==> config.mk <==
export PLATFORM = sky130hd
export DESIGN_NAME = up_counter_8b
export DESIGN_NICKNAME = d
export VERILOG_FILES = /design/src/rtl/up_counter_8b.sv
export SDC_FILE = /design/constraint.sdc
export NUM_CORES = 1
export LEC_CHECK = 0
export ABC_AREA = 1
export BUFFER_PORTS_ARGS = -buffer_cell sky130_fd_sc_hd__buf_2
export CORE_AREA = 2 2 39 41
export DETAILED_ROUTE_END_ITERATION = 10
export DIE_AREA = 0 0 41 43
export GPL_ROUTABILITY_DRIVEN = 0
export HOLD_SLACK_MARGIN = 0.08
export PLACE_DENSITY = 0.71
export SYNTH_ARGS = -nofsm -noshare
export SYNTH_HDL_FRONTEND = slang
export SYNTH_SLANG_ARGS = --single-unit
==> constraint.sdc <==
create_clock -name CLOCK -period 1.2 [get_ports CLOCK]
set_input_delay 0.12 -clock CLOCK [delete_from_list [all_inputs] [get_ports CLOCK]]
set_output_delay 0.12 -clock CLOCK [all_outputs]
set_load 0.02 [all_outputs]
==> src/rtl/up_counter_8b.sv <==
// WIDTH-bit binary up-counter with synchronous parallel load, count enable
// and asynchronous active-low clear; COUNT comes straight from the register.
`timescale 1ns/1ps

module up_counter_8b #(
    parameter int WIDTH = 8
) (
    input  logic             CLOCK,
    input  logic             RESET,
    input  logic             ENABLE,
    input  logic             LOAD,
    input  logic [WIDTH-1:0] DATA,
    output logic [WIDTH-1:0] COUNT
);

    logic [WIDTH-1:0] count_q;
    logic [WIDTH-1:0] count_d;

    // Load wins over enable; the increment wraps naturally modulo 2^WIDTH.
    always_comb begin
        count_d = count_q;
        if (LOAD) begin
            count_d = DATA;
        end else if (ENABLE) begin
            count_d = count_q + WIDTH'(1);
        end
    end

    always_ff @(posedge CLOCK or negedge RESET) begin
        if (!RESET) begin
            count_q <= '0;
        end else begin
            count_q <= count_d;
        end
    end

    assign COUNT = count_q;

endmodule

# Yosys cells after proc, flatten, opt, wreduce, memory -nomap -nowiden
# Cells that the tools add are included.
word_totals:
  reg_bits: 8
  input_bits: 12
classes:
  addsub: 1
  mux: 2
  n_reduce_logical: 1
ops:
  columns: ["operator", "count"]
  rows:
  - ["8-bit two-way mux", 2]
  - ["8-bit by 1-bit adder with 8-bit output (second input constant)", 1]
  - ["2-bit nonzero test", 1]

# Longest topological paths before layout
depth:
  depth_word: 3
  depth_mapped: 6
  depth_no_buf: 6

# Least setup slack after synthesis
# Ideal clock, no wire load.
synth_path:
  kind: "register to register"
  startpoint: "reg count_q[1], in the netlist COUNT[1]"
  endpoint: "reg count_q[4], in the netlist COUNT[4]"
  setup_time_ns: 0.122
  arrival_time_ns: 1.062
  t_required_ns: 1.078
  path_slack_ns: 0.016
  path_stages_with_launch: 6
  synth_period_minus_slack_ns: 1.184
  path_cell_list: "dfrtp_1 > ha_1 > nand3_1 > xnor2_1 > nand2_1 > nand2_1"
synth_between:
  elab_chain_len: 3
synth_lines:
  columns: ["item", "line", "text"]
  rows:
  - ["start: declaration", "16", "logic [WIDTH-1:0] count_q;"]
  - ["start signal: assignment", "33", "count_q <= count_d;"]
  - ["8-bit by 1-bit adder with 8-bit output", "25", "count_d = count_q + WIDTH'(1);"]
  - ["8-bit two-way mux", "24", "end else if (ENABLE) begin"]
  - ["8-bit two-way mux", "22", "if (LOAD) begin"]
# Every way passes these cells. The select of a mux whose other input is x is not followed.
# A chain may end at the register's enable or synchronous reset.

# Final worst setup path
layout_path:
  startpoint: "reg count_q[0], in the netlist COUNT[0]"
  endpoint: "reg count_q[4], in the netlist COUNT[4]"
# Same word-level chain as after synthesis.

==> flow_metrics.py <==
metrics = {
    "yosys": {
        "yosysWarnings": 0,
        "synth_top_family_by_area": "simple AND/OR/NAND/NOR gates",
        "muxShareOfSynthArea": 0,
        "ys.flop_type": "dfrtp_1",
        "synth_xor_area_frac": 0.0351,
        "synth_compound_area_frac": 0.120,
        "synth.most_common_cell": "nand2_1",
        "synth_area_leader_cell": "dfrtp_1",
        "synth_top_area_share": 0.401,
        "netlist_top_cells_area": "dfrtp_1 (40%), nand2_1 (17%), nand3_1 (10%)",
        "synth_commonest_cells": "nand2_1 (22), nand3_1 (10), dfrtp_1 (8), a22oi_1 (6), inv_1 (4)",
        "syn-instance-count": 62,
        "syn_avg_cell_area_um2": 8.05,
        "synth-seq-cells": 8,
        "async_reset_ff_frac": 1.00,
        "synth_cell_types": 15,
        "syn_nets": 75,
        "synth_fa_ha_area_frac": 0.0251,
        "synth_seq_area_share": 0.401,
        "netlist_area_um2": 499,
        "synth_edf_count": 0,
        "synth_simple_gate_area_frac": 0.373,
    },
    "cells_and_area": {
        "largest_reg_flops": 8,
        "syn_to_final_growth_pct": 33.6,
        "finalNetCount": 102,
        "antenna_cells": 0,
        "final_cell_area_um2": 667,
        "layout-drive-gt1-share": 0.345,
    },
    "route": {
        "via_per_inst": 5.05,
        "postRouteAntennaNets": 0,
        "drt_pass1_iterations": 4,
        "vias": 520,
        "totalWireLength_mm": 1.22,
        "drt_iter0_drc": 4,
        "route.detailed.drc": 0,
        "wl_per_cell_um": 11.8,
    },
    "floorplan": {
        "die_w_um": 41,
        "io_pins": 20,
        "start_util": 0.361,
        "num_rows": 14,
        "core_um2": 1380,
        "die_h_um": 43,
        "die_area_um2": 1760,
    },
    "power_and_ir_drop": {
        "power.switching_uw": 276,
        "p_leak_nw": 0.343,
        "vdd_ir_drop_max_v": 0.000471,
        "intPower_uw": 512,
        "power_frac_comb": 0.293,
        "powerDensity_nw_per_um2": 1180,
        "p_clk_frac": 0.276,
        "sw_frac_of_total": 0.350,
        "p_seq_frac": 0.431,
    },
    "sta": {
        "fmax_ghz": 0.870,
        "skew_ps": 1.83,
        "fin_ws_ps": 50.8,
        "setup_viol": 0,
        "min_period_ps": 1150,
        "maxSlewViolCount": 0,
        "finalCritPeriodShare": 0.958,
        "hold_viol": 0,
        "relSlewSlack": 0.797,
        "tightest_slew_ps": 305,
        "hold_ws_ps": 83.2,
    },
    "clock_network": {
        "cts_tree": "built",
        "numClockSinks": 8,
        "cts_buffer_depth": 2,
        "cts_made_buffers": 3,
        "h-tree-depth": 1,
        "cts-root-buf": "clkbuf_4",
        "path_clk_slew_ps": 60,
        "insertion_delay_ps": 260,
    },
    "setup_path": {
        "cp-end-kind": "flop",
        "worstPathArrival_ps": 1300,
        "crit_chain": "ha_2 -> nand3_1 -> xnor2_1 -> nand2_1 -> nand2_1",
        "cp_slowest_cell": "dfrtp_1",
        "start_kind": "flop",
        "cp.required_ps": 1350,
        "worst-path-buf-inv": 0,
        "cp_max_fo": 5,
        "path_delay_family": "flip-flops",
        "path_class": "flop to flop",
        "cpPeakStageDelay_ps": 420,
        "cp_common_cell": "nand2_1",
    },
    "global_route": {
        "grt_overflow": 0,
        "first_global_vias": 442,
        "grtUsageTotal": 0.151,
        "grt_pass1_wl_mm": 1.77,
        "antenna_found_initial": 0,
        "grt_max_degree": 11,
    },
    "run_status": {
        "status": "complete, no violations",
    },
    "flow_run": {
        "drv_cap": 0,
    },
    "placed_design": {
        "place_area_um2": 614,
        "place_ws_ps": 85.8,
        "io_buffers": 19,
        "hpwl_um": 870,
    },
    "min_path": {
        "hp-class": "primary input to flop",
    },
}
metrics by stage:
| stage | cells | util | power (mW) | setup TNS, ps |
|---|---|---|---|---|
| 5_1_grt | 103 | 0.482 | 0.829 | -33.2 |
| 4_1_cts | 102 | 0.475 | 0.783 | 0 |
| 3_3_place_gp | 97 | 0.444 | 0.555 | 0 |
| 3_5_place_dp | 97 | 0.444 | 0.560 | 0 |
| 6_report | 103 | 0.482 | 0.788 | 0 |
| 2_1_floorplan | 62 | - | 0.477 | 0 |
worst register-to-register path, cell delays in order, from the launching register on:
cell and delay [ps]:
dfrtp_1 420, ha_2 230, nand3_1 120, xnor2_1 160, nand2_1 60, nand2_1 50
path summary, 6_finish.rpt:
kind | start | end | slack, ps | cells past startpoint
max | COUNT[0] | COUNT[4] | 50 | 5
min | DATA[0] | COUNT[0] | 80 | 3
max reg2reg | COUNT[0] | COUNT[4] | 50 | 5
min reg2reg | COUNT[6] | COUNT[6] | 570 | 2
max in group asynchronous | RESET | COUNT[7] | 810 | 2
min in group asynchronous | RESET | COUNT[6] | 220 | 2
area by class of cell:
type / instances / area [µm²]
tap: 16 / 20.0
timing repair buffer: 23 / 130
clock buffer: 3 / 22.5
sequential: 8 / 200
fill: 153 / 717
inverter: 4 / 15.0
multi-input combinational: 49 / 279
cell families (layout without fill, tap and decap cells):
family          Yosys count  in the layout
compound gates            8              8
fa+ha+maj                 1              1
xor+xnor                  2              2
simple gates             38             38
flops                     8              8
buf+inv                   5             30
cell usage in the layout (no fill, tap or decap), drive strengths merged:
master       synthesis  final
a22oi                6      6
buf                  1     21
clkbuf               0      3
dfrtp                8      8
dlygate4sd3          0      2
ha                   1      1
inv                  4      4
nand2               23     23
nand3               10     10
nor2                 5      5
o21bai               2      2
xnor2                1      1
xor2                 1      1
power by group through the flow:
stage / Combinational (mW) / Sequential (mW) / Clock (mW)
CTS: 0.220 / 0.342 / 0.221
global placement: 0.211 / 0.344 / 0
global route: 0.254 / 0.344 / 0.231
floorplan: 0.0966 / 0.380 / 0
finish: 0.231 / 0.340 / 0.217
detailed placement: 0.214 / 0.346 / 0
per-layer routing:
| metal | track usage | part of all wire | wire (µm) |
|---|---|---|---|
| met2 | 0.216 | 0.48 | 586 |
| met3 | 0.0314 | 0.041 | 50 |
| met5 | 0 | 0 | 0 |
| met1 | 0.184 | 0.44 | 537 |
| met4 | 0.120 | 0.035 | 42 |
what timing repair did:
| action | 4_1_cts | 5_1_grt |
|---|---|---|
| buffers inserted | 0 | 1 |
| endpoints found under the hold margin | 9 | 0 |
| endpoints found under the setup margin | 0 | 2 |
| hold buffers | 2 | 0 |
| resized for setup | 0 | 1 |
Power figures use the tool's default switching activity.
